**src/rtl/id_ex_stage_if.sv**
```systemverilog
// ---------------------------------------------------------------------------
// id_ex_stage_if
// Purpose : bundles the ID-side inputs and EX-side outputs of the ID/EX
//           pipeline register so the stage and its environment connect
//           through one port.
// Ports   : master - drives id_* fields, flush, ex_hold; observes ex_*,
//                    ex_valid, hazard_stall, id_stall, bubble_cnt
//           slave  - the pipeline register itself (opposite directions)
// ---------------------------------------------------------------------------
interface id_ex_stage_if #(
  parameter int DATA_W = 32,
  parameter int REG_AW = 5,
  parameter int CNT_W  = 16
);
  // ID side
  logic              id_valid;
  logic              id_RegDst, id_ALUSrc, id_MemtoReg, id_RegWrite;
  logic              id_MemRead, id_MemWrite, id_Branch, id_Jump;
  logic [1:0]        id_ALUOp;
  logic [DATA_W-1:0] id_pc4, id_rd1, id_rd2, id_imm;
  logic [REG_AW-1:0] id_rs, id_rt, id_rd;
  logic [5:0]        id_funct;
  logic              flush;
  logic              ex_hold;
  // EX side
  logic              ex_valid;
  logic              ex_RegDst, ex_ALUSrc, ex_MemtoReg, ex_RegWrite;
  logic              ex_MemRead, ex_MemWrite, ex_Branch, ex_Jump;
  logic [1:0]        ex_ALUOp;
  logic [DATA_W-1:0] ex_pc4, ex_rd1, ex_rd2, ex_imm;
  logic [REG_AW-1:0] ex_rs, ex_rt, ex_rd;
  logic [5:0]        ex_funct;
  logic              hazard_stall;
  logic              id_stall;
  logic [CNT_W-1:0]  bubble_cnt;

  modport master (
    output id_valid, id_RegDst, id_ALUSrc, id_MemtoReg, id_RegWrite,
           id_MemRead, id_MemWrite, id_Branch, id_Jump, id_ALUOp,
           id_pc4, id_rd1, id_rd2, id_imm, id_rs, id_rt, id_rd, id_funct,
           flush, ex_hold,
    input  ex_valid, ex_RegDst, ex_ALUSrc, ex_MemtoReg, ex_RegWrite,
           ex_MemRead, ex_MemWrite, ex_Branch, ex_Jump, ex_ALUOp,
           ex_pc4, ex_rd1, ex_rd2, ex_imm, ex_rs, ex_rt, ex_rd, ex_funct,
           hazard_stall, id_stall, bubble_cnt
  );

  modport slave (
    input  id_valid, id_RegDst, id_ALUSrc, id_MemtoReg, id_RegWrite,
           id_MemRead, id_MemWrite, id_Branch, id_Jump, id_ALUOp,
           id_pc4, id_rd1, id_rd2, id_imm, id_rs, id_rt, id_rd, id_funct,
           flush, ex_hold,
    output ex_valid, ex_RegDst, ex_ALUSrc, ex_MemtoReg, ex_RegWrite,
           ex_MemRead, ex_MemWrite, ex_Branch, ex_Jump, ex_ALUOp,
           ex_pc4, ex_rd1, ex_rd2, ex_imm, ex_rs, ex_rt, ex_rd, ex_funct,
           hazard_stall, id_stall, bubble_cnt
  );
endinterface

```
**src/rtl/id_ex_stage.sv**
```systemverilog
// ---------------------------------------------------------------------------
// id_ex_stage
// Purpose : ID/EX pipeline register of the MIPS-Lite CPU. Captures the
//           decoder control bundle and ID operands, inserts a single bubble
//           on a load-use hazard, honours flush (highest after reset) and
//           EX hold, and sanitises don't-care controls.
// Ports   : clk   - clock, all state on rising edge
//           rst_n - synchronous active-low reset
//           bus   - id_ex_stage_if.slave (ID inputs, flush, ex_hold,
//                   ex_* outputs, hazard_stall, id_stall, bubble_cnt)
// ---------------------------------------------------------------------------
module id_ex_stage #(
  parameter int DATA_W = 32,
  parameter int REG_AW = 5,
  parameter int CNT_W  = 16
) (
  input  logic          clk,
  input  logic          rst_n,
  id_ex_stage_if.slave  bus
);

  logic              r_valid;
  logic              r_regdst, r_alusrc, r_memtoreg, r_regwrite;
  logic              r_memread, r_memwrite, r_branch, r_jump;
  logic [1:0]        r_aluop;
  logic [DATA_W-1:0] r_pc4, r_rd1, r_rd2, r_imm;
  logic [REG_AW-1:0] r_rs, r_rt, r_rd;
  logic [5:0]        r_funct;
  logic [CNT_W-1:0]  r_bubble_cnt;

  logic              w_hazard;
  logic              w_regdst, w_alusrc, w_memtoreg, w_regwrite;
  logic              w_memread, w_memwrite, w_branch, w_jump;
  logic [1:0]        w_aluop;

  // Load in EX whose destination (rt) is read by the ID instruction.
  // Flush and hold both take precedence, so they mask the request.
  always_comb begin
    w_hazard = r_valid & r_memread & bus.id_valid & (r_rt != '0) &
               ((r_rt == bus.id_rs) | (r_rt == bus.id_rt)) &
               ~bus.flush & ~bus.ex_hold;
  end

  // Control sanitisation: RegDst/MemtoReg are don't-care on non-writing
  // instructions, ALUOp is don't-care on branch/jump; force them known.
  always_comb begin
    w_regwrite = bus.id_valid & bus.id_RegWrite;
    w_regdst   = bus.id_valid & bus.id_RegWrite & bus.id_RegDst;
    w_memtoreg = bus.id_valid & bus.id_RegWrite & bus.id_MemtoReg;
    w_alusrc   = bus.id_valid & bus.id_ALUSrc;
    w_memread  = bus.id_valid & bus.id_MemRead;
    w_memwrite = bus.id_valid & bus.id_MemWrite;
    w_branch   = bus.id_valid & bus.id_Branch;
    w_jump     = bus.id_valid & bus.id_Jump;
    w_aluop    = 2'b00;
    if (bus.id_valid) begin
      if (bus.id_Branch)    w_aluop = 2'b01;
      else if (bus.id_Jump) w_aluop = 2'b00;
      else                  w_aluop = bus.id_ALUOp;
    end
  end

  always_ff @(posedge clk) begin
    if (!rst_n) begin
      r_valid      <= 1'b0;
      r_regdst     <= 1'b0;
      r_alusrc     <= 1'b0;
      r_memtoreg   <= 1'b0;
      r_regwrite   <= 1'b0;
      r_memread    <= 1'b0;
      r_memwrite   <= 1'b0;
      r_branch     <= 1'b0;
      r_jump       <= 1'b0;
      r_aluop      <= 2'b00;
      r_pc4        <= '0;
      r_rd1        <= '0;
      r_rd2        <= '0;
      r_imm        <= '0;
      r_rs         <= '0;
      r_rt         <= '0;
      r_rd         <= '0;
      r_funct      <= '0;
      r_bubble_cnt <= '0;
    end else if (bus.flush || (!bus.ex_hold && w_hazard)) begin
      // Kill or bubble: controls cleared, data fields left as they were.
      r_valid    <= 1'b0;
      r_regdst   <= 1'b0;
      r_alusrc   <= 1'b0;
      r_memtoreg <= 1'b0;
      r_regwrite <= 1'b0;
      r_memread  <= 1'b0;
      r_memwrite <= 1'b0;
      r_branch   <= 1'b0;
      r_jump     <= 1'b0;
      r_aluop    <= 2'b00;
      if (!bus.flush && (r_bubble_cnt != '1))
        r_bubble_cnt <= r_bubble_cnt + 1'b1;
    end else if (!bus.ex_hold) begin
      r_valid    <= bus.id_valid;
      r_regdst   <= w_regdst;
      r_alusrc   <= w_alusrc;
      r_memtoreg <= w_memtoreg;
      r_regwrite <= w_regwrite;
      r_memread  <= w_memread;
      r_memwrite <= w_memwrite;
      r_branch   <= w_branch;
      r_jump     <= w_jump;
      r_aluop    <= w_aluop;
      r_pc4      <= bus.id_pc4;
      r_rd1      <= bus.id_rd1;
      r_rd2      <= bus.id_rd2;
      r_imm      <= bus.id_imm;
      r_rs       <= bus.id_rs;
      r_rt       <= bus.id_rt;
      r_rd       <= bus.id_rd;
      r_funct    <= bus.id_funct;
    end
  end

  assign bus.ex_valid     = r_valid;
  assign bus.ex_RegDst    = r_regdst;
  assign bus.ex_ALUSrc    = r_alusrc;
  assign bus.ex_MemtoReg  = r_memtoreg;
  assign bus.ex_RegWrite  = r_regwrite;
  assign bus.ex_MemRead   = r_memread;
  assign bus.ex_MemWrite  = r_memwrite;
  assign bus.ex_Branch    = r_branch;
  assign bus.ex_Jump      = r_jump;
  assign bus.ex_ALUOp     = r_aluop;
  assign bus.ex_pc4       = r_pc4;
  assign bus.ex_rd1       = r_rd1;
  assign bus.ex_rd2       = r_rd2;
  assign bus.ex_imm       = r_imm;
  assign bus.ex_rs        = r_rs;
  assign bus.ex_rt        = r_rt;
  assign bus.ex_rd        = r_rd;
  assign bus.ex_funct     = r_funct;
  assign bus.hazard_stall = w_hazard;
  assign bus.id_stall     = w_hazard | bus.ex_hold;
  assign bus.bubble_cnt   = r_bubble_cnt;

endmodule

```
**src/flat_wrapper.sv**
```systemverilog
// flat-port wrapper written by rule: the top's interface ports become plain ports
module id_ex_stage_flat 
#(
  parameter int DATA_W = 32,
  parameter int REG_AW = 5,
  parameter int CNT_W  = 16
)
  (clk, rst_n, bus_id_valid, bus_id_RegDst, bus_id_ALUSrc, bus_id_MemtoReg, bus_id_RegWrite, bus_id_MemRead, bus_id_MemWrite, bus_id_Branch, bus_id_Jump, bus_id_ALUOp, bus_id_pc4, bus_id_rd1, bus_id_rd2, bus_id_imm, bus_id_rs, bus_id_rt, bus_id_rd, bus_id_funct, bus_flush, bus_ex_hold, bus_ex_valid, bus_ex_RegDst, bus_ex_ALUSrc, bus_ex_MemtoReg, bus_ex_RegWrite, bus_ex_MemRead, bus_ex_MemWrite, bus_ex_Branch, bus_ex_Jump, bus_ex_ALUOp, bus_ex_pc4, bus_ex_rd1, bus_ex_rd2, bus_ex_imm, bus_ex_rs, bus_ex_rt, bus_ex_rd, bus_ex_funct, bus_hazard_stall, bus_id_stall, bus_bubble_cnt);
  id_ex_stage_if #(.DATA_W(DATA_W), .REG_AW(REG_AW), .CNT_W(CNT_W)) bus_i ();
  input  logic clk;
  input  logic rst_n;
  input wire logic [$bits(bus_i.id_valid)-1:0] bus_id_valid;
  input wire logic [$bits(bus_i.id_RegDst)-1:0] bus_id_RegDst;
  input wire logic [$bits(bus_i.id_ALUSrc)-1:0] bus_id_ALUSrc;
  input wire logic [$bits(bus_i.id_MemtoReg)-1:0] bus_id_MemtoReg;
  input wire logic [$bits(bus_i.id_RegWrite)-1:0] bus_id_RegWrite;
  input wire logic [$bits(bus_i.id_MemRead)-1:0] bus_id_MemRead;
  input wire logic [$bits(bus_i.id_MemWrite)-1:0] bus_id_MemWrite;
  input wire logic [$bits(bus_i.id_Branch)-1:0] bus_id_Branch;
  input wire logic [$bits(bus_i.id_Jump)-1:0] bus_id_Jump;
  input wire logic [$bits(bus_i.id_ALUOp)-1:0] bus_id_ALUOp;
  input wire logic [$bits(bus_i.id_pc4)-1:0] bus_id_pc4;
  input wire logic [$bits(bus_i.id_rd1)-1:0] bus_id_rd1;
  input wire logic [$bits(bus_i.id_rd2)-1:0] bus_id_rd2;
  input wire logic [$bits(bus_i.id_imm)-1:0] bus_id_imm;
  input wire logic [$bits(bus_i.id_rs)-1:0] bus_id_rs;
  input wire logic [$bits(bus_i.id_rt)-1:0] bus_id_rt;
  input wire logic [$bits(bus_i.id_rd)-1:0] bus_id_rd;
  input wire logic [$bits(bus_i.id_funct)-1:0] bus_id_funct;
  input wire logic [$bits(bus_i.flush)-1:0] bus_flush;
  input wire logic [$bits(bus_i.ex_hold)-1:0] bus_ex_hold;
  output wire logic [$bits(bus_i.ex_valid)-1:0] bus_ex_valid;
  output wire logic [$bits(bus_i.ex_RegDst)-1:0] bus_ex_RegDst;
  output wire logic [$bits(bus_i.ex_ALUSrc)-1:0] bus_ex_ALUSrc;
  output wire logic [$bits(bus_i.ex_MemtoReg)-1:0] bus_ex_MemtoReg;
  output wire logic [$bits(bus_i.ex_RegWrite)-1:0] bus_ex_RegWrite;
  output wire logic [$bits(bus_i.ex_MemRead)-1:0] bus_ex_MemRead;
  output wire logic [$bits(bus_i.ex_MemWrite)-1:0] bus_ex_MemWrite;
  output wire logic [$bits(bus_i.ex_Branch)-1:0] bus_ex_Branch;
  output wire logic [$bits(bus_i.ex_Jump)-1:0] bus_ex_Jump;
  output wire logic [$bits(bus_i.ex_ALUOp)-1:0] bus_ex_ALUOp;
  output wire logic [$bits(bus_i.ex_pc4)-1:0] bus_ex_pc4;
  output wire logic [$bits(bus_i.ex_rd1)-1:0] bus_ex_rd1;
  output wire logic [$bits(bus_i.ex_rd2)-1:0] bus_ex_rd2;
  output wire logic [$bits(bus_i.ex_imm)-1:0] bus_ex_imm;
  output wire logic [$bits(bus_i.ex_rs)-1:0] bus_ex_rs;
  output wire logic [$bits(bus_i.ex_rt)-1:0] bus_ex_rt;
  output wire logic [$bits(bus_i.ex_rd)-1:0] bus_ex_rd;
  output wire logic [$bits(bus_i.ex_funct)-1:0] bus_ex_funct;
  output wire logic [$bits(bus_i.hazard_stall)-1:0] bus_hazard_stall;
  output wire logic [$bits(bus_i.id_stall)-1:0] bus_id_stall;
  output wire logic [$bits(bus_i.bubble_cnt)-1:0] bus_bubble_cnt;
  assign bus_i.id_valid = bus_id_valid;
  assign bus_i.id_RegDst = bus_id_RegDst;
  assign bus_i.id_ALUSrc = bus_id_ALUSrc;
  assign bus_i.id_MemtoReg = bus_id_MemtoReg;
  assign bus_i.id_RegWrite = bus_id_RegWrite;
  assign bus_i.id_MemRead = bus_id_MemRead;
  assign bus_i.id_MemWrite = bus_id_MemWrite;
  assign bus_i.id_Branch = bus_id_Branch;
  assign bus_i.id_Jump = bus_id_Jump;
  assign bus_i.id_ALUOp = bus_id_ALUOp;
  assign bus_i.id_pc4 = bus_id_pc4;
  assign bus_i.id_rd1 = bus_id_rd1;
  assign bus_i.id_rd2 = bus_id_rd2;
  assign bus_i.id_imm = bus_id_imm;
  assign bus_i.id_rs = bus_id_rs;
  assign bus_i.id_rt = bus_id_rt;
  assign bus_i.id_rd = bus_id_rd;
  assign bus_i.id_funct = bus_id_funct;
  assign bus_i.flush = bus_flush;
  assign bus_i.ex_hold = bus_ex_hold;
  assign bus_ex_valid = bus_i.ex_valid;
  assign bus_ex_RegDst = bus_i.ex_RegDst;
  assign bus_ex_ALUSrc = bus_i.ex_ALUSrc;
  assign bus_ex_MemtoReg = bus_i.ex_MemtoReg;
  assign bus_ex_RegWrite = bus_i.ex_RegWrite;
  assign bus_ex_MemRead = bus_i.ex_MemRead;
  assign bus_ex_MemWrite = bus_i.ex_MemWrite;
  assign bus_ex_Branch = bus_i.ex_Branch;
  assign bus_ex_Jump = bus_i.ex_Jump;
  assign bus_ex_ALUOp = bus_i.ex_ALUOp;
  assign bus_ex_pc4 = bus_i.ex_pc4;
  assign bus_ex_rd1 = bus_i.ex_rd1;
  assign bus_ex_rd2 = bus_i.ex_rd2;
  assign bus_ex_imm = bus_i.ex_imm;
  assign bus_ex_rs = bus_i.ex_rs;
  assign bus_ex_rt = bus_i.ex_rt;
  assign bus_ex_rd = bus_i.ex_rd;
  assign bus_ex_funct = bus_i.ex_funct;
  assign bus_hazard_stall = bus_i.hazard_stall;
  assign bus_id_stall = bus_i.id_stall;
  assign bus_bubble_cnt = bus_i.bubble_cnt;
  id_ex_stage #(.DATA_W(DATA_W), .REG_AW(REG_AW), .CNT_W(CNT_W)) u_core (.clk(clk), .rst_n(rst_n), .bus(bus_i));
endmodule
```
**config.mk**
```make
export PLATFORM = sky130hd
export DESIGN_NAME = id_ex_stage_flat
export DESIGN_NICKNAME = d
export VERILOG_FILES = /design/src/rtl/id_ex_stage_if.sv /design/src/rtl/id_ex_stage.sv /design/src/flat_wrapper.sv
export SDC_FILE = /design/constraint.sdc
export NUM_CORES = 1
export LEC_CHECK = 0
export BUFFER_PORTS_ARGS = -buffer_cell sky130_fd_sc_hd__buf_4
export CAP_MARGIN = 5
export CORE_AREA = 2 2 132 134
export CTS_CLUSTER_SIZE = 10
export DETAILED_ROUTE_END_ITERATION = 10
export DIE_AREA = 0 0 134 136
export HOLD_SLACK_MARGIN = 0.1
export PLACE_DENSITY = 0.68
export RECOVER_POWER = 25
export SLEW_MARGIN = 0
export SYNTH_ARGS = -nofsm -noshare
export SYNTH_HDL_FRONTEND = slang
export SYNTH_SLANG_ARGS = --single-unit
```
**constraint.sdc**
```tcl
create_clock -name clk -period 5.6 [get_ports clk]
set_clock_uncertainty 0.1 [all_clocks]
set_input_delay 0.56 -clock clk [delete_from_list [all_inputs] [get_ports clk]]
set_output_delay 0.56 -clock clk [all_outputs]
set_load 0.02 [all_outputs]
```
==> flow_summary.ini, run 1 <==
[worst_setup_path]
r2r-start = u_core.bus.ex_rt[2]$_SDFFE_PN0P_
cp_slowest_stage_delay_ns = 0.54
endpoint_kind = output port
slowest_stage = or4_1
arrival_ns = 2.09
timing.reg2reg.setup_slack_ns = 2.96
reg2reg_depth = 6
critPathRequiredTime_ns = 4.94
criticalPathCategory = register to output port
cp_cell_sequence = or4_1, o21ai_1, or2_2, nor2_1, buf_4
crit_family = simple AND/OR/NAND/NOR gates
cp_max_fo = 5
worst_r2r_endpoint = u_core.bus.bubble_cnt[15]$_SDFFE_PN0P_
crit_path_start_kind = register
cp_num_buf_inv = 1

[cts]
cts_root_buf = clkbuf_16
cts_resized = 0
clkTransAtPathRegs_ns = 0.07
cts_tree = built
post-cts-setup-buffer-count = 0
clk_latency_ns = 0.42
cts_max_level = 4
cts_inserted_buffers = 17
clock_path_buffers = 2
cts.sinks = 176
holdBufCountCts = 0

[routing]
viasPerCell = 4.81
vias = 6457
routedWlPerCell_microns = 14.0
ant_nets = 0
drc = 0
wirelength_microns = 18900
firstDrtPassIters = 4
drt-initial-drc-count = 378

[synth]
avgSynthCellArea_sq_um = 8.15
synth_top_area_share = 0.532
syn-cell-area_sq_um = 6630
synth_edf_count = 0
synth.distinct_cells = 37
synth.most_common_cell = dfxtp_1
synth_ff_type = dfxtp_1
synth.largest_area_cell = dfxtp_1
ys_top_cells_by_count = dfxtp_1 (176), nand2_1 (159), nand3_1 (156), o21ai_0 (156), clkbuf_1 (44)
seq_area_frac_synth = 0.532
synth_area_leaders = dfxtp_1 (53%), nand3_1 (12%), o21ai_0 (12%)
syn_nets = 978
synth-seq-cells = 176
synthArstFlopShare = 0
yosys_warnings = 0
syn_inst = 813

[cells_and_area]
synthToLayoutAreaGrowth_pct = 43.3
fillCellCount = 1679
fin_nets = 1271
drive_above_1_share = 0.260
antennaDiodeCount = 0
stdcell_area_sq_um = 9500

[floorplan]
die_area_sq_um = 18200
ios = 342
die_y_microns = 136
coreArea_sq_um = 16900
start_util = 0.393
dieWidth_microns = 134
rows = 48

[sta]
rsz0062_at_grt = no
tightest_slew_ns = 1.01
hold_violations = 0
relSlewSlack = 0.325
fin_crit_sh = 0.491
tns_ns = 0
setup_viol = 0
fin_crit_ns = 2.75
max_freq_mhz = 363
slew_violations = 0

[power_and_ir_drop]
powerDensity_nw_per_um2 = 305
pwr-share-comb = 0.122
p_seq_frac = 0.461
clock_power_share = 0.417
p_sw_frac = 0.253
peakVddDrop_v = 0.000209
switching_power_uw = 733
power.leakage_nw = 4.02
intPower_mw = 2.16

[worst_hold_path]
hp-class = input port to register
hp-start = bus_flush
holdPathStages = 2
min_to = u_core.bus.ex_valid$_SDFFE_PP0N_

[place]
gp_congestion = 0.768
hpwl_microns = 13300
placed_area_sq_um = 9240
portBuffers = 341

[job]
cap_violations = 0

[global_route]
grt_pass1_wl_microns = 29000
antenna_found_initial = 0
gr-total-overflow = 0
grt_max_degree = 151
grt_use_total = 0.198
grt_pass1_vias = 5632

[run_status]
status = finished clean
## placed cells by master, fill, tap and decap left out, types with 2 or more instances in the layout
| cell type | Yosys | final |
|---|---|---|
| dfxtp_1 | 176 | 176 |
| or3_1 | 7 | 7 |
| a22oi_1 | 2 | 2 |
| and3_1 | 4 | 4 |
| nor3_2 | 2 | 2 |
| and4_1 | 2 | 2 |
| bufinv_16 | 0 | 3 |
| a32o_1 | 3 | 3 |
| clkbuf_16 | 0 | 17 |
| nand3_1 | 156 | 156 |
| nor4_1 | 5 | 5 |
| o21bai_1 | 3 | 3 |
| nand2b_1 | 3 | 3 |
| or4_1 | 2 | 2 |
| and4b_1 | 2 | 2 |
| clkinvlp_4 | 0 | 3 |
| a21oi_1 | 8 | 8 |
| clkbuf_1 | 44 | 90 |
| xor2_1 | 11 | 11 |
| nor2b_1 | 2 | 2 |
| nand2_1 | 159 | 159 |
| a22o_1 | 7 | 7 |
| clkinv_2 | 0 | 2 |
| buf_4 | 0 | 256 |
| o21ai_0 | 156 | 156 |
| o311ai_0 | 2 | 2 |
| o41ai_1 | 2 | 2 |
| nor2_1 | 11 | 11 |
| inv_1 | 4 | 4 |
| inv_6 | 0 | 2 |
| and2_1 | 2 | 2 |
## cells by family after synthesis
logic type | synth area share
AND/OR/NAND/NOR | 0.249
AO/OA/AOI/OAI | 0.154
flip-flops | 0.532
buffers and inverters | 0.0476
XOR/XNOR | 0.0145
multiplexers | 0.00151
adder cells (fa/ha/maj) | 0.00189
## flip-flops by register name, summed over array words and instances, names as in the netlist, 6 cells and up
name                   count
u_core.bus.ex_rd2         32
u_core.bus.bubble_cnt     16
u_core.bus.ex_pc4         32
u_core.bus.ex_rd1         32
u_core.bus.ex_funct        6
u_core.bus.ex_imm         32
## per-layer routing
metal  global-route usage  vias to the layer above  share of wire
met5                    0                        -              0
met4               0.0745                        0          0.019
met3               0.0772                       22          0.090
met2                0.316                      226           0.46
met1                0.241                     2818           0.43
li1                     -                     3391              -
## worst reg2reg max path: stages, from the launching register on
cell,delay [ns]
dfxtp_1,0.46
xor2_1,0.12
nor3_2,0.17
a22oi_1,0.18
or4_1,0.91
or3_1,0.48
a21oi_1,0.15
## power by group through the flow
stage	clock (mW)	combinational, mW	sequential (mW)
after detailed placement	0	0.380	1.36
after CTS	1.24	0.380	1.34
after global placement	0	0.378	1.36
final	1.21	0.353	1.33
after floorplan	0	0.116	1.43
after global routing	1.29	0.386	1.34
## worst max path at each step
stage | startpoint | endpoint | slack (ns) | cells past startpoint
after CTS | u_core.bus.ex_rt[2]$_SDFFE_PN0P_ | bus_hazard_stall | 2.83 | 5
after global placement | bus_id_rs[0] | u_core.bus.bubble_cnt[7]$_SDFFE_PN0P_ | 2.73 | 7
after global routing | u_core.bus.ex_rt[0]$_SDFFE_PN0P_ | u_core.bus.bubble_cnt[10]$_SDFFE_PN0P_ | 2.73 | 6
after detailed placement | bus_id_rs[0] | u_core.bus.bubble_cnt[15]$_SDFFE_PN0P_ | 2.68 | 7
final | u_core.bus.ex_rt[1]$_SDFFE_PN0P_ | bus_hazard_stall | 2.85 | 5
after floorplan | bus_id_rs[0] | u_core.bus.bubble_cnt[10]$_SDFFE_PN0P_ | 3.23 | 8
## final cells by class
type                       instances  area [sq um]  area share
clock buffer                      19           433      0.0456
clock inverter                    12           160      0.0169
inverter                           4          15.0     0.00158
multi-input combinational        561          2800       0.295
sequential                       176          3520       0.371
tap                              225           282      0.0296
timing repair buffer             346          2290       0.241
## through the flow
step | hold WS (ns) | utilization | power, mW | setup slack, ns | instances
2_1_floorplan | 0.449 | - | 1.54 | 3.23 | 813
3_3_place_gp | 0.352 | 0.547 | 1.74 | 2.73 | 1312
3_5_place_dp | 0.357 | 0.547 | 1.74 | 2.68 | 1312
4_1_cts | 0.197 | 0.583 | 2.96 | 2.83 | 1343
5_1_grt | 0.207 | 0.563 | 3.02 | 2.73 | 1343
6_report | 0.225 | 0.563 | 2.89 | 2.85 | 1343
No activity file was read; power rests on OpenSTA's default activity.
==> inputs of run 2 (changes only) <==
==> constraint.sdc (replaced) <==
create_clock -name clk -period 2.8 [get_ports clk]
set_clock_uncertainty 0.1 [all_clocks]
set_input_delay 0.28 -clock clk [delete_from_list [all_inputs] [get_ports clk]]
set_output_delay 0.28 -clock clk [all_outputs]
set_load 0.02 [all_outputs]
==> flow_summary.ini, run 2 (synthesis results as in run 1) <==
[run_status]
status = finished clean

[worst_hold_path]
hp-class = input port to register
holdPathStages = 3
hp-start = bus_ex_hold
min_to = u_core.bus.ex_valid$_SDFFE_PP0N_

[sta]
relSlewSlack = 0.486
slew_violations = 0
fin_crit_sh = 0.897
tns_ns = 0
worst_slack_ns = 0.289
max_freq_mhz = 398
fin_crit_ns = 2.51
hold_violations = 0
tightest_slew_ns = 0.771
hold_ws_ns = 0.130
setup_viol = 0
rsz0062_at_grt = no

[worst_setup_path]
cp_num_buf_inv = 3
slowest_stage = dlygate4sd3_1
worst_r2r_endpoint = u_core.bus.bubble_cnt[9]$_SDFFE_PN0P_
cp_slowest_stage_delay_ns = 0.56
criticalPathCategory = input port to register
cp_max_fo = 26
startpoint = bus_id_rs[0]
endpoint_kind = register
r2r-start = u_core.bus.ex_rt[0]$_SDFFE_PN0P_
crit_family = simple AND/OR/NAND/NOR gates
reg2reg_depth = 7
arrival_ns = 2.77
cp_cell_sequence = dlygate4sd3_1, buf_4, xor2_1, nor3_2, a22oi_1, or4_1, buf_4, or3_1, a21oi_1
timing.reg2reg.setup_slack_ns = 0.47
crit_path_start_kind = input port
cp_common_cell = buf_4
critPathRequiredTime_ns = 3.06

[cts]
cts_inserted_buffers = 17
clock_path_buffers = 2
cts_resized = 0
clk_latency_ns = 0.43
cts_root_buf = clkbuf_16
cts.sinks = 176
clkTransAtPathRegs_ns = 0.07
cts_max_level = 4
cts_tree = built

[routing]
routedWlPerCell_microns = 14.5
wirelength_microns = 21900
viasPerCell = 4.84
vias = 7308
drc = 0
ant_nets = 0
drt-initial-drc-count = 388
firstDrtPassIters = 4

[cells_and_area]
fin_nets = 1437
synthToLayoutAreaGrowth_pct = 68.4
final_cell_mix = buf_4 (258), dfxtp_1 (176), dlygate4sd3_1 (160)
stdcell_area_sq_um = 11200
layout_commonest_cell = buf_4
antennaDiodeCount = 0
drive_above_1_share = 0.233

[floorplan]
dieWidth_microns = 134
die_y_microns = 136
coreArea_sq_um = 16900
rows = 48
die_area_sq_um = 18200
start_util = 0.393
ios = 342

[global_route]
gr-total-overflow = 0
grt_pass1_wl_microns = 33700
grt_use_total = 0.230
grt_max_degree = 181
antenna_found_initial = 0
grt_pass1_vias = 6751

[job]
cap_violations = 0

[place]
dp_worst_setup_slack_ns = 0.457
placed_area_sq_um = 9330
portBuffers = 341
gp_congestion = 0.785
hpwl_microns = 13600

[power_and_ir_drop]
peakVddDrop_v = 0.000391
power.leakage_nw = 4.74
powerDensity_nw_per_um2 = 527
finalPower_mw = 5.88
run 2: changes by cell type in the layout (fill, tap and decap cells not counted):
cell	change
inv_6	+4
clkinv_4	+1
buf_12	+4
inv_8	-1
buf_4	+2
clkinvlp_4	-2
dlygate4sd3_1	+160
clkbuf_1	-2
bufinv_16	-2
clkinv_2	+3
run 2: worst reg2reg max path, cell delays in order (launching register included):
cell and delay, ns:
dfxtp_1 0.43, xor2_1 0.12, nor3_2 0.18, a22oi_1 0.18, or4_1 0.53, buf_4 0.22, or3_1 0.38, a21oi_1 0.14
run 2: area by class of cell:
| cell class | instances | area, sq um |
|---|---|---|
| Clock inverter | 15 | 133 |
| Sequential cell | 176 | 3520 |
| Multi-Input combinational cell | 561 | 2800 |
| Tap cell | 225 | 282 |
| Clock buffer | 17 | 425 |
| Timing Repair Buffer | 512 | 3980 |
| Fill cell | 1392 | 5710 |
| Inverter | 4 | 15.0 |
run 2: repair_timing:
| item | in CTS | in global routing |
|---|---|---|
| hold endpoints to repair | 160 | 0 |
| hold buffers | 160 | 0 |
| setup buffers | 0 | 0 |
run 2: worst max path at each step:
stage / to / slack, ns / cells after the start
floorplan: u_core.bus.bubble_cnt[10]$_SDFFE_PN0P_ / 0.52 / 8
global placement: u_core.bus.bubble_cnt[7]$_SDFFE_PN0P_ / 0.48 / 8
detailed placement: u_core.bus.bubble_cnt[5]$_SDFFE_PN0P_ / 0.46 / 8
CTS: bus_id_stall / 0.29 / 5
global route: bus_hazard_stall / 0.17 / 8
finish: u_core.bus.bubble_cnt[9]$_SDFFE_PN0P_ / 0.29 / 9
run 2: stage by stage:
step	cells	util
after floorplan	813	-
after global placement	1318	0.553
after detailed placement	1318	0.553
after CTS	1510	0.681
after global routing	1510	0.661
final	1510	0.661
run 2: report_power, final:
group / switching (mW) / internal [mW]
clock network: 1.05 / 1.24
logic: 0.467 / 0.457
registers: 0.0588 / 2.61
total: 1.57 / 4.30
run 2: metal layers:
metal | track usage | up-vias | part of all wire | wire, microns
li1 | - | 3721 | - | -
met1 | 0.270 | 3262 | 0.41 | 9010
met2 | 0.388 | 279 | 0.48 | 10500
met3 | 0.0809 | 46 | 0.081 | 1770
met4 | 0.0839 | 0 | 0.028 | 617
met5 | 0 | - | 0 | 0
==> inputs of run 3 (changes only) <==
--- a/config.mk
+++ b/config.mk
@@ -12,9 +12,9 @@
 export DETAILED_ROUTE_END_ITERATION = 10
 export DIE_AREA = 0 0 134 136
 export HOLD_SLACK_MARGIN = 0.1
-export PLACE_DENSITY = 0.68
+export PLACE_DENSITY = 0.69
 export RECOVER_POWER = 25
-export SLEW_MARGIN = 0
+export SLEW_MARGIN = 20
 export SYNTH_ARGS = -nofsm -noshare
 export SYNTH_HDL_FRONTEND = slang
 export SYNTH_SLANG_ARGS = --single-unit
==> flow_summary.ini, run 3 (synthesis results as in run 1) <==
[run_status]
status = finished clean

[cells_and_area]
stdcell_area_sq_um = 11200
fin_nets = 1432
antennaDiodeCount = 0
final_cell_mix = buf_4 (254), dfxtp_1 (176), dlygate4sd3_1 (160)
synthToLayoutAreaGrowth_pct = 68.3
layout_commonest_cell = buf_4
drive_above_1_share = 0.230
fillCellCount = 1393

[cts]
cts_tree = built
clk_latency_ns = 0.42
cts.sinks = 176
cts_inserted_buffers = 17
clock_path_buffers = 2
cts_root_buf = clkbuf_16
post-cts-setup-buffer-count = 0
cts_max_level = 4
clkTransAtPathRegs_ns = 0.07

[place]
portBuffers = 341
placed_area_sq_um = 9280
hpwl_microns = 13500
gp_congestion = 0.770

[floorplan]
coreArea_sq_um = 16900
die_area_sq_um = 18200
ios = 342
die_y_microns = 136
dieWidth_microns = 134
start_util = 0.393
rows = 48

[worst_setup_path]
cp_max_fo = 26
criticalPathCategory = input port to register
cp_cell_sequence = dlygate4sd3_1, buf_4, xor2_1, nor3_2, a22oi_1, or4_1, buf_4, or3_1, a21oi_1
arrival_ns = 2.79
critPathRequiredTime_ns = 3.05
endpoint_kind = register
cp_slowest_stage_delay_ns = 0.55
crit_path_start_kind = input port
cp_common_cell = buf_4
worst_r2r_endpoint = u_core.bus.bubble_cnt[5]$_SDFFE_PN0P_
timing.reg2reg.setup_slack_ns = 0.45
slowest_stage = dlygate4sd3_1
startpoint = bus_id_rs[0]
r2r-start = u_core.bus.ex_rt[0]$_SDFFE_PN0P_
reg2reg_depth = 7

[global_route]
grt_pass1_vias = 6793
gr-total-overflow = 0
antenna_found_initial = 0
grt_use_total = 0.227
grt_pass1_wl_microns = 33300
grt_max_degree = 167

[sta]
tns_ns = 0
fin_crit_ns = 2.54
hold_violations = 0
slew_violations = 0
tightest_slew_ns = 0.608
setup_viol = 0
fin_crit_sh = 0.907
relSlewSlack = 0.591
max_freq_mhz = 394
rsz0062_at_grt = no

[routing]
ant_nets = 0
drc = 0
drt-initial-drc-count = 425
firstDrtPassIters = 4
wirelength_microns = 21600
vias = 7245
routedWlPerCell_microns = 14.4
viasPerCell = 4.81

[power_and_ir_drop]
peakVddDrop_v = 0.000399
power.leakage_nw = 4.72
powerDensity_nw_per_um2 = 539

[job]
cap_violations = 0

[worst_hold_path]
hp-class = input port to register
holdPathStages = 4
min_to = u_core.bus.bubble_cnt[12]$_SDFFE_PN0P_
hp-start = bus_ex_hold
## run 3: power by group
group	switching [mW]	internal (mW)	leakage [nW]	total, mW
Combinational	0.463	0.450	2.99	0.914
Clock	1.04	1.39	0.294	2.43
Sequential	0.0575	2.61	1.44	2.67
## run 3: per-stage QoR
stage	total power [mW]	utilization	setup WS, ns	instances	hold WS (ns)
floorplan	3.08	-	0.524	813	0.259
global placement	3.48	0.550	0.475	1313	0.350
detailed placement	3.49	0.550	0.436	1313	0.363
CTS	6.10	0.681	0.291	1505	0.114
global route	6.25	0.661	0.139	1505	0.160
finish	6.01	0.661	0.260	1505	0.161
## run 3: area by class of cell
cell class              instances  area [sq um]  area share
clock inverters                12           145      0.0130
repair buffers                507          3930       0.353
multi-input cells             561          2800       0.251
flip-flops and latches        176          3520       0.316
clock buffers                  20           457      0.0409
well taps                     225           282      0.0252
inverters                       4          15.0     0.00135
## run 3: layer usage
layer,vias up,track usage,share of wire
li1,3708,-,-
met1,3236,0.255,0.40
met2,255,0.393,0.49
met3,46,0.0746,0.077
met4,0,0.0993,0.029
met5,-,0,0
## run 3: critical path: cells and delay by family
family / cells / cell delay, ns
AO/OA/AOI/OAI: 2 / 0.34
XOR/XNOR: 1 / 0.17
buffers and inverters: 3 / 0.92
AND/OR/NAND/NOR: 3 / 1.06
## run 3: worst max path at each step
| stage | slack (ns) | endpoint | depth (start not counted) |
|---|---|---|---|
| floorplan | 0.52 | u_core.bus.bubble_cnt[10]$_SDFFE_PN0P_ | 8 |
| global placement | 0.48 | u_core.bus.bubble_cnt[9]$_SDFFE_PN0P_ | 8 |
| detailed placement | 0.44 | u_core.bus.bubble_cnt[15]$_SDFFE_PN0P_ | 8 |
| CTS | 0.29 | u_core.bus.bubble_cnt[5]$_SDFFE_PN0P_ | 9 |
| global route | 0.14 | u_core.bus.bubble_cnt[10]$_SDFFE_PN0P_ | 9 |
| finish | 0.26 | u_core.bus.bubble_cnt[5]$_SDFFE_PN0P_ | 9 |
## run 3: what timing repair did
action,in CTS,in global routing
hold buffers,160,0
hold endpoints to repair,160,0
endpoints found under the setup margin,0,0
gates resized for setup,0,0
